$ cat src/rtl/hazard_pkg.sv
// Shared encodings for the pipeline hazard controller: FSM state values and default miss timeout.
package hazard_pkg;

    typedef enum logic [1:0] {
        RUN    = 2'd0,
        DMISS  = 2'd1,
        IMISS  = 2'd2,
        BUBBLE = 2'd3
    } hazState_t;

    localparam int DEFAULT_MISS_TIMEOUT = 64;
    localparam int MISS_CNT_W           = 8;

    function automatic logic isMiss(input hazState_t s);
        return (s == DMISS) || (s == IMISS);
    endfunction

endpackage

$ cat src/rtl/pipeline_hazard_controller_if.sv
// Hazard status in / stage-register enables out. stallCycles is present only with HAZARD_PERF_EN.
interface pipeline_hazard_controller_if
`ifdef HAZARD_PERF_EN
    #(parameter int PERF_W = 32)
`endif
    ;
    logic       iHit;
    logic       dReq;
    logic       dHit;
    logic [4:0] ifIdRs;
    logic [4:0] ifIdRt;
    logic [4:0] idExRt;
    logic       idExMemRead;
    logic       branchTaken;
    logic       jumpSignal;

    logic       pcWrite;
    logic       ifIdWrite;
    logic       idExHit;
    logic       exMemWrite;
    logic       memWbWrite;
    logic       ifIdFlush;
    logic       idExFlush;
    logic       missTimeout;
    logic [1:0] state;
`ifdef HAZARD_PERF_EN
    logic [PERF_W-1:0] stallCycles;

    modport master (
        output iHit, dReq, dHit, ifIdRs, ifIdRt, idExRt, idExMemRead, branchTaken, jumpSignal,
        input  pcWrite, ifIdWrite, idExHit, exMemWrite, memWbWrite, ifIdFlush, idExFlush,
        input  missTimeout, state, stallCycles
    );
    modport slave (
        input  iHit, dReq, dHit, ifIdRs, ifIdRt, idExRt, idExMemRead, branchTaken, jumpSignal,
        output pcWrite, ifIdWrite, idExHit, exMemWrite, memWbWrite, ifIdFlush, idExFlush,
        output missTimeout, state, stallCycles
    );
`else
    modport master (
        output iHit, dReq, dHit, ifIdRs, ifIdRt, idExRt, idExMemRead, branchTaken, jumpSignal,
        input  pcWrite, ifIdWrite, idExHit, exMemWrite, memWbWrite, ifIdFlush, idExFlush,
        input  missTimeout, state
    );
    modport slave (
        input  iHit, dReq, dHit, ifIdRs, ifIdRt, idExRt, idExMemRead, branchTaken, jumpSignal,
        output pcWrite, ifIdWrite, idExHit, exMemWrite, memWbWrite, ifIdFlush, idExFlush,
        output missTimeout, state
    );
`endif

endinterface

$ cat src/rtl/load_use_detect.sv
// Combinational load-use comparator: a load in ID/EX writes a register the ID instruction reads.
module load_use_detect (
    input  logic       idExMemRead,
    input  logic [4:0] idExRt,
    input  logic [4:0] ifIdRs,
    input  logic [4:0] ifIdRt,
    output logic       loadUse
);

    // $zero is never a real dependency.
    assign loadUse = idExMemRead && (idExRt != 5'd0) &&
                     ((idExRt == ifIdRs) || (idExRt == ifIdRt));

endmodule

$ cat src/rtl/pipeline_hazard_controller.sv
// Stall/flush sequencer for the 5-stage pipeline: RUN/DMISS/IMISS/BUBBLE FSM, miss timeout,
// and an optional stall counter enabled by HAZARD_PERF_EN.
module pipeline_hazard_controller
    import hazard_pkg::*;
#(
    parameter int MISS_TIMEOUT = DEFAULT_MISS_TIMEOUT,
    parameter int PERF_W       = 32
) (
    input  logic                          clock,
    input  logic                          resetN,
    pipeline_hazard_controller_if.slave   hz
);

    localparam logic [MISS_CNT_W-1:0] TIMEOUT_CNT = MISS_CNT_W'(MISS_TIMEOUT - 1);
    localparam logic [MISS_CNT_W-1:0] CNT_MAX     = {MISS_CNT_W{1'b1}};

    if (MISS_TIMEOUT < 2 || MISS_TIMEOUT > 255 || PERF_W < 1) begin : gBadParam
        $error("pipeline_hazard_controller: parameter out of range");
    end

    hazState_t             stateQ;
    hazState_t             stateD;
    logic [MISS_CNT_W-1:0] missCnt;
    logic                  missTimeoutQ;
    logic                  loadUse;
    logic                  pcWr, ifIdWr, idExWr, exMemWr, memWbWr;
    logic                  ifIdFl, idExFl;

    load_use_detect uLoadUse (
        .idExMemRead (hz.idExMemRead),
        .idExRt      (hz.idExRt),
        .ifIdRs      (hz.ifIdRs),
        .ifIdRt      (hz.ifIdRt),
        .loadUse     (loadUse)
    );

    always_comb begin
        stateD  = RUN;
        pcWr    = 1'b1;
        ifIdWr  = 1'b1;
        idExWr  = 1'b1;
        exMemWr = 1'b1;
        memWbWr = 1'b1;
        ifIdFl  = 1'b0;
        idExFl  = 1'b0;
        if (hz.dReq && !hz.dHit) begin
            // Freeze everything; a pending branch stays in EX/MEM and is taken after the miss.
            pcWr    = 1'b0;
            ifIdWr  = 1'b0;
            idExWr  = 1'b0;
            exMemWr = 1'b0;
            memWbWr = 1'b0;
            stateD  = DMISS;
        end else if (hz.branchTaken || hz.jumpSignal) begin
            ifIdFl = 1'b1;
            idExFl = 1'b1;
            stateD = RUN;
        end else if (loadUse && (stateQ != BUBBLE)) begin
            pcWr   = 1'b0;
            ifIdWr = 1'b0;
            idExFl = 1'b1;
            stateD = BUBBLE;
        end else if (!hz.iHit) begin
            pcWr   = 1'b0;
            ifIdWr = 1'b0;
            idExFl = 1'b1;
            stateD = IMISS;
        end
    end

    always_ff @(posedge clock or negedge resetN) begin
        if (!resetN) begin
            stateQ       <= RUN;
            missCnt      <= '0;
            missTimeoutQ <= 1'b0;
        end else begin
            stateQ <= stateD;
            // DMISS->IMISS keeps counting: it is one continuous miss from the pipeline's view.
            if ((stateD == RUN) || (stateD == BUBBLE)) begin
                missCnt <= '0;
            end else if (isMiss(stateQ) && (missCnt != CNT_MAX)) begin
                missCnt <= missCnt + 1'b1;
            end
            if (isMiss(stateQ) && (missCnt == TIMEOUT_CNT)) begin
                missTimeoutQ <= 1'b1;
            end
        end
    end

    assign hz.pcWrite     = resetN & pcWr;
    assign hz.ifIdWrite   = resetN & ifIdWr;
    assign hz.idExHit     = resetN & idExWr;
    assign hz.exMemWrite  = resetN & exMemWr;
    assign hz.memWbWrite  = resetN & memWbWr;
    assign hz.ifIdFlush   = resetN & ifIdFl;
    assign hz.idExFlush   = resetN & idExFl;
    assign hz.missTimeout = missTimeoutQ;
    assign hz.state       = stateQ;

`ifdef HAZARD_PERF_EN
    logic [PERF_W-1:0] stallCnt;

    always_ff @(posedge clock or negedge resetN) begin
        if (!resetN) begin
            stallCnt <= '0;
        end else if (!pcWr) begin
            stallCnt <= stallCnt + 1'b1;
        end
    end

    assign hz.stallCycles = stallCnt;
`endif

endmodule

$ cat src/flat_wrapper.sv
// flat-port wrapper written by rule: the top's interface ports become plain ports
module pipeline_hazard_controller_flat import hazard_pkg::*;
#(
    parameter int MISS_TIMEOUT = DEFAULT_MISS_TIMEOUT,
    parameter int PERF_W       = 32
)
  (clock, resetN, hz_iHit, hz_dReq, hz_dHit, hz_ifIdRs, hz_ifIdRt, hz_idExRt, hz_idExMemRead, hz_branchTaken, hz_jumpSignal, hz_pcWrite, hz_ifIdWrite, hz_idExHit, hz_exMemWrite, hz_memWbWrite, hz_ifIdFlush, hz_idExFlush, hz_missTimeout, hz_state);
  pipeline_hazard_controller_if hz_i ();
  input  logic clock;
  input  logic resetN;
  input wire logic [$bits(hz_i.iHit)-1:0] hz_iHit;
  input wire logic [$bits(hz_i.dReq)-1:0] hz_dReq;
  input wire logic [$bits(hz_i.dHit)-1:0] hz_dHit;
  input wire logic [$bits(hz_i.ifIdRs)-1:0] hz_ifIdRs;
  input wire logic [$bits(hz_i.ifIdRt)-1:0] hz_ifIdRt;
  input wire logic [$bits(hz_i.idExRt)-1:0] hz_idExRt;
  input wire logic [$bits(hz_i.idExMemRead)-1:0] hz_idExMemRead;
  input wire logic [$bits(hz_i.branchTaken)-1:0] hz_branchTaken;
  input wire logic [$bits(hz_i.jumpSignal)-1:0] hz_jumpSignal;
  output wire logic [$bits(hz_i.pcWrite)-1:0] hz_pcWrite;
  output wire logic [$bits(hz_i.ifIdWrite)-1:0] hz_ifIdWrite;
  output wire logic [$bits(hz_i.idExHit)-1:0] hz_idExHit;
  output wire logic [$bits(hz_i.exMemWrite)-1:0] hz_exMemWrite;
  output wire logic [$bits(hz_i.memWbWrite)-1:0] hz_memWbWrite;
  output wire logic [$bits(hz_i.ifIdFlush)-1:0] hz_ifIdFlush;
  output wire logic [$bits(hz_i.idExFlush)-1:0] hz_idExFlush;
  output wire logic [$bits(hz_i.missTimeout)-1:0] hz_missTimeout;
  output wire logic [$bits(hz_i.state)-1:0] hz_state;
  assign hz_i.iHit = hz_iHit;
  assign hz_i.dReq = hz_dReq;
  assign hz_i.dHit = hz_dHit;
  assign hz_i.ifIdRs = hz_ifIdRs;
  assign hz_i.ifIdRt = hz_ifIdRt;
  assign hz_i.idExRt = hz_idExRt;
  assign hz_i.idExMemRead = hz_idExMemRead;
  assign hz_i.branchTaken = hz_branchTaken;
  assign hz_i.jumpSignal = hz_jumpSignal;
  assign hz_pcWrite = hz_i.pcWrite;
  assign hz_ifIdWrite = hz_i.ifIdWrite;
  assign hz_idExHit = hz_i.idExHit;
  assign hz_exMemWrite = hz_i.exMemWrite;
  assign hz_memWbWrite = hz_i.memWbWrite;
  assign hz_ifIdFlush = hz_i.ifIdFlush;
  assign hz_idExFlush = hz_i.idExFlush;
  assign hz_missTimeout = hz_i.missTimeout;
  assign hz_state = hz_i.state;
  pipeline_hazard_controller #(.MISS_TIMEOUT(MISS_TIMEOUT), .PERF_W(PERF_W)) u_core (.clock(clock), .resetN(resetN), .hz(hz_i));
endmodule
$ cat config.mk
export PLATFORM = sky130hd
export DESIGN_NAME = pipeline_hazard_controller_flat
export DESIGN_NICKNAME = d
export VERILOG_FILES = /design/src/rtl/hazard_pkg.sv /design/src/rtl/pipeline_hazard_controller_if.sv /design/src/rtl/load_use_detect.sv /design/src/rtl/pipeline_hazard_controller.sv /design/src/flat_wrapper.sv
export SDC_FILE = /design/constraint.sdc
export NUM_CORES = 1
export LEC_CHECK = 0
export CAP_MARGIN = 20
export CELL_PAD_IN_SITES_DETAIL_PLACEMENT = 0
export CELL_PAD_IN_SITES_GLOBAL_PLACEMENT = 1
export CORE_MARGIN = 3
export CORE_UTILIZATION = 32
export DETAILED_ROUTE_END_ITERATION = 7
export GPL_TIMING_DRIVEN = 0
export PLACE_DENSITY = 0.91
export SLEW_MARGIN = 20
export SYNTH_ARGS = -nofsm -noshare
export SYNTH_HDL_FRONTEND = slang
export SYNTH_SLANG_ARGS = --single-unit
$ cat constraint.sdc
create_clock -name clock -period 4.9 [get_ports clock]
set_input_delay 1.47 -clock clock [delete_from_list [all_inputs] [get_ports clock]]
set_output_delay 1.47 -clock clock [all_outputs]
set_load 0.03 [all_outputs]
# --- After elaboration in Yosys (flattened, before gate mapping) ---
# Index checks and enable logic that the tools add are counted.
totals:
  register_bits: 11
  latch_bits: 0
  ram_bits: 0
  romBits: 0
  input_bits: 23
  output_inout_bits: 10
  memories: 0
classes:
  addsub: 1
  n_mul: 0
  n_div: 0
  magnitude_cmp: 0
  n_eq_ne: 8
  shift: 0
  n_mux: 17
  bitwise: 4
  reduce_logical: 14
ops:
  columns: ["operator", "n"]
  rows:
  - ["two-way mux 8 bit", 2]
  - ["two-way mux 1 bit", 11]
  - ["equality test 5 bit", 2]
  - ["adder 8 x 1 -> 8 bit (second input constant)", 1]
  - ["equality test 8 x 6 -> 1 bit (second input constant)", 1]
  - ["two-way mux 2 bit", 4]
  - ["inequality test 8 bit (second input constant)", 1]
  - ["logical AND 1 bit", 6]
  - ["nonzero test 5 bit", 1]
  - ["AND 1 bit", 4]
  - ["equality test 2 bit (second input constant)", 2]
  - ["logical OR 1 bit", 4]
  - ["equality test 2 x 1 -> 1 bit (second input constant)", 1]
  - ["logical NOT 2 bit", 1]
  - ["inequality test 2 bit (second input constant)", 1]
  - ["nonzero test 2 bit", 1]
  - ["logical NOT 1 bit", 1]

# --- Logic depth before layout (Yosys ltp) ---
depth:
  word_depth: 10
  ltp_mapped: 6

# --- Modules after synthesis ---
# Synthesis repeated with hierarchy kept, for this count alone.
unflattened:
  hier_cells: 80
  area_unflattened_um2: 759.5
by_module_without_submodules:
  columns: ["mod", "instances", "cells_each", "area_each_um2", "seq_area_each_um2"]
  rows:
  - ["pipeline_hazard_controller", 1, 63, 634.4, 275.3]
  - ["load_use_detect", 1, 17, 125.1, 0.0]

# --- Worst setup path before layout ---
# No wires, ideal clock.
synth_timing:
  kind: "input -> output"
  startpoint: "input hz_dHit"
  endpoint: "output hz_pcWrite"
  t_arrival_ps: 2657
  required_ps: 3430
  slack_ps: 773
  cell_stages: 5
  n_path_buf: 1
  cell_sequence: "nand2b_1 nand2_1 nor2_1 a31o_2 buf_4"
synth_via:
  elab_chain_cells: 4
synth_rtl:
  columns: ["element", "line", "source"]
  rows:
  - ["start, declared", "flat_wrapper.sv:13", "input wire logic [$bits(hz_i.dHit)-1:0] hz_dHit;"]
  - ["logical NOT 1 bit", "pipeline_hazard_controller.sv:46", "if (hz.dReq && !hz.dHit) begin"]
  - ["logical AND 1 bit", "pipeline_hazard_controller.sv:46", null]
  - ["two-way mux 1 bit", null, null]
  - ["AND 1 bit", null, null]
  - ["end, declared", "flat_wrapper.sv:20", "output wire logic [$bits(hz_i.pcWrite)-1:0] hz_pcWrite;"]
# No other way between the ends.

# --- Worst setup path after layout ---
layout_timing:
  startpoint: "input hz_idExRt[0]"
  endpoint: "output hz_ifIdWrite"
layout_via:
  elab_chain_cells: 8
layout_rtl:
  columns: ["element", "line", "source"]
  rows:
  - ["start, declared", "flat_wrapper.sv:16", "input wire logic [$bits(hz_i.idExRt)-1:0] hz_idExRt;"]
  - ["equality test 5 bit or nonzero test 5 bit (tied branches)", "load_use_detect.sv:12, load_use_detect.sv:11", null]
  - ["logical OR 1 bit or logical AND 1 bit (tied branches)", "load_use_detect.sv:12, load_use_detect.sv:11", null]
  - ["logical AND 1 bit (*)", "load_use_detect.sv:11", "assign loadUse = idExMemRead && (idExRt != 5'd0) &&"]
  - ["logical AND 1 bit (*)", "pipeline_hazard_controller.sv:58", "end else if (loadUse && (stateQ != BUBBLE)) begin"]
  - ["two-way mux 1 bit (*)", "pipeline_hazard_controller.sv:58", null]
  - ["two-way mux 1 bit (*)", "pipeline_hazard_controller.sv:54", "end else if (hz.branchTaken || hz.jumpSignal) begin"]
  - ["two-way mux 1 bit (*)", "pipeline_hazard_controller.sv:46", null]
  - ["AND 1 bit (*)", "pipeline_hazard_controller.sv:91", "assign hz.ifIdWrite = resetN & ifIdWr;"]
  - ["end, declared", "flat_wrapper.sv:21", "output wire logic [$bits(hz_i.ifIdWrite)-1:0] hz_ifIdWrite;"]
# Every way passes the cells marked *; elsewhere a longest branch is shown, timed or not.

==> results.sh <==
export IMPL_outcome="finished, final reports clean"
export IMPL_syn_avg_cell_area_um2=9.14
export IMPL_ys_seq_area_share_pct=36.3
export IMPL_ys_top_cells_by_area="dfrtp_1, xor2_1, nor2_1"
export IMPL_cp_arrival_ns=3.30
export IMPL_hold_viol=0
export IMPL_io_buffers=32
export IMPL_fin_crit_ns=4.77
export IMPL_gp_congestion=0.780
export IMPL_clock_root_buffer="clkbuf_4"
export IMPL_synth_seq_cells=11
export IMPL_min_path_type="register to register"
export IMPL_grt_antenna_before_repair=0
export IMPL_grt_first_pass_wirelength_um=2930
export IMPL_cts_tree="done"
export IMPL_vias=686
export IMPL_track_usage_pct=14.0
export IMPL_cts_hold_buf=0
export IMPL_dpl_cell_area_um2=1110
export IMPL_crit_fanout=4
export IMPL_yosys_area_top_type_share_pct=36.3
export IMPL_crit_buf_inv=2
export IMPL_p_total_mw=0.229
export IMPL_rsz0062_at_grt="no"
export IMPL_final_nets=145
export IMPL_stdcell_area_um2=1140
export IMPL_wire_per_inst_um=12.2
export IMPL_cpPeakStageDelay_ns=0.54
export IMPL_firstDrtPassIters=4
export IMPL_post_cts_setup_buffers=0
export IMPL_drt_initial_drc_count=7
export IMPL_drive_gt1_share_pct=13.4
export IMPL_drc=0
export IMPL_crit_type="input port to output pin"
export IMPL_most_common_layout_cells="clkdlybuf4s50_1, nor2_1, xor2_1, dfrtp_1, nand2_1"
export IMPL_start_util_pct=36.1
export IMPL_crit_slowest_cell="clkdlybuf4s50_1"
export IMPL_synth_area_um2=758
export IMPL_die_width_um=54.7
export IMPL_yosys_area_share_simple_pct=21.5
export IMPL_powerDensity_nw_per_um2=201
export IMPL_vias_per_cell=4.70
export IMPL_dieHeight_um=54.7
export IMPL_maxSlewViolCount=0
export IMPL_place_hpwl_um=1480
export IMPL_io_pins=33
export IMPL_finalWorstSetupSlack_ns=0.129
export IMPL_leakage_nw=0.488
export IMPL_syn2layout_area_growth_pct=50.8
export IMPL_maxCapViolations=0
export IMPL_crit_chain="clkdlybuf4s50_1 > xor2_1 > nor3_2 > a22oi_1 > nand2b_4 > a31o_2 > dlygate4sd2_1"
export IMPL_place_ws_ns=-0.212
export IMPL_diodes=0
export IMPL_start_kind="input port"
export IMPL_min_period_over_period_pct=97.4
export IMPL_instances_no_fill=146
export IMPL_endpoint_kind="output pin"
export IMPL_rows=16
export IMPL_worst_pin_slew_ns=0.531
export IMPL_skew_ns=0.00264
export IMPL_fillCellCount=207
export IMPL_cts_htree_levels=1
export IMPL_synth_fa_ha_area_share_pct=3.30
export IMPL_cts_buffers=3
export IMPL_fmax_mhz=210
export IMPL_grt_pass1_vias=668
export IMPL_cts_sinks=11
export IMPL_synth_xor_area_share_pct=18.5
export IMPL_slew_headroom_pct=64.5
export IMPL_peakVddDrop_mv=0.0968
export IMPL_syn_inst=83
export IMPL_core_area_um2=2100
export IMPL_grt_overflow_total=0
export IMPL_critPathRequiredTime_ns=3.43
export IMPL_ys_warn_count=0
export IMPL_die_area_um2=2990
export IMPL_antenna_left=0
export IMPL_setup_viol=0
export IMPL_path_clk_slew_ns=0.07
export IMPL_layout_commonest_cell="clkdlybuf4s50_1"
export IMPL_drt_total_wl_um=1780
export IMPL_placed_cells=142
export IMPL_synth_top_family_by_area="simple AND/OR/NAND/NOR gates"
export IMPL_synthMuxAreaShare_pct=1.32
export IMPL_synth_compound_area_share_pct=14.7
export IMPL_clk_latency_ns=0.27
export IMPL_grt_max_degree=13
export IMPL_synthesis_nets=108
export IMPL_ys_types=24
export IMPL_synth_top_cell_by_area="dfrtp_1"
export IMPL_critPathTopFamily="buffers and inverters"
export IMPL_clock_path_buffers=2
-- synth_stat cells (all sizes together) --
| cell type | n |
|---|---|
| o31ai | 3 |
| xnor2 | 5 |
| inv | 3 |
| nor4 | 1 |
| buf | 3 |
| a31oi | 1 |
| a31o | 1 |
| a22oi | 1 |
| a21oi | 4 |
| nor2 | 17 |
| nor3 | 5 |
| nand3 | 2 |
| nand2b | 3 |
| ha | 2 |
| o41ai | 1 |
| nand2 | 7 |
| a211oi | 1 |
| mux2i | 1 |
| xor2 | 11 |
| dfrtp | 11 |
-- metal layers --
layer  share of wire (%)  track usage [%]  routed length (um)
met2                  52             23.2                 927
met3                 3.7             3.81                  66
met5                   0                0                   0
met4                 1.1             7.47                  19
met1                  43             16.0                 764
-- sequential cells by signal, indices dropped and copies added, names as in the netlist --
name                   flops
u_core.hz.state            2
u_core.hz.missTimeout      1
u_core.missCnt             8
-- power breakdown --
part	internal, mW	leakage [nW]	switching (mW)
clock network	0.0315	0.0150	0.0310
logic	0.0360	0.321	0.0364
registers	0.0928	0.152	0.00162
total	0.160	0.488	0.0691
-- final cells by class --
| cell class | instances | area [um^2] | area share [%] |
|---|---|---|---|
| plain buffers | 3 | 22.5 | 1.97 |
| repair buffers | 32 | 315 | 27.6 |
| clock buffers | 4 | 26.3 | 2.30 |
| inverters | 3 | 11.3 | 0.985 |
| well taps | 27 | 33.8 | 2.95 |
| flip-flops and latches | 11 | 275 | 24.1 |
| multi-input cells | 66 | 459 | 40.2 |
-- tightest hold or removal path, delay by kind of cell, from the launching register on --
| family | cells | cell delay (ns) |
|---|---|---|
| buffers and inverters | 1 | 0.04 |
| AOI/OAI and AO/OA | 1 | 0.06 |
| DFF | 1 | 0.35 |
-- final timing paths --
check                                      start               endpoint  slack [ns]  cells after the start
setup / recovery                    hz_idExRt[0]           hz_ifIdWrite        0.13                      7
max in group asynchronous                 resetN      u_core.missCnt[4]        3.39                      1
min in group asynchronous                 resetN      u_core.missCnt[6]        1.16                      1
hold reg to reg            u_core.hz.missTimeout  u_core.hz.missTimeout        0.48                      2
setup reg to reg              u_core.hz.state[0]      u_core.missCnt[3]        3.20                      6
hold / removal             u_core.hz.missTimeout  u_core.hz.missTimeout        0.48                      2
-- stage by stage --
step	util [%]	hold WS (ns)	setup TNS [ns]
6_report	54.4	0.484	0
5_1_grt	54.4	0.531	0
4_1_cts	54.0	0.487	0
3_5_place_dp	52.9	0.469	-0.437
3_3_place_gp	52.9	0.448	-0.422
2_1_floorplan	-	0.492	0
-- cells by family (layout without fill, tap and decap cells) --
logic type | Yosys count | in the layout
muxes | 1 | 1
AOI/OAI and AO/OA | 12 | 12
buffers and inverters | 6 | 42
xor gates and xnor gates | 16 | 16
and+or+nand+nor | 35 | 35
DFF | 11 | 11
adders and majority gates | 2 | 2
-- what timing repair did --
item                                    in CTS  in global routing
endpoints found under the setup margin       3                  5
resized for setup                            3                  5
gates cloned                                 0                  0
Note: power is estimated with default switching activity, not from simulation.
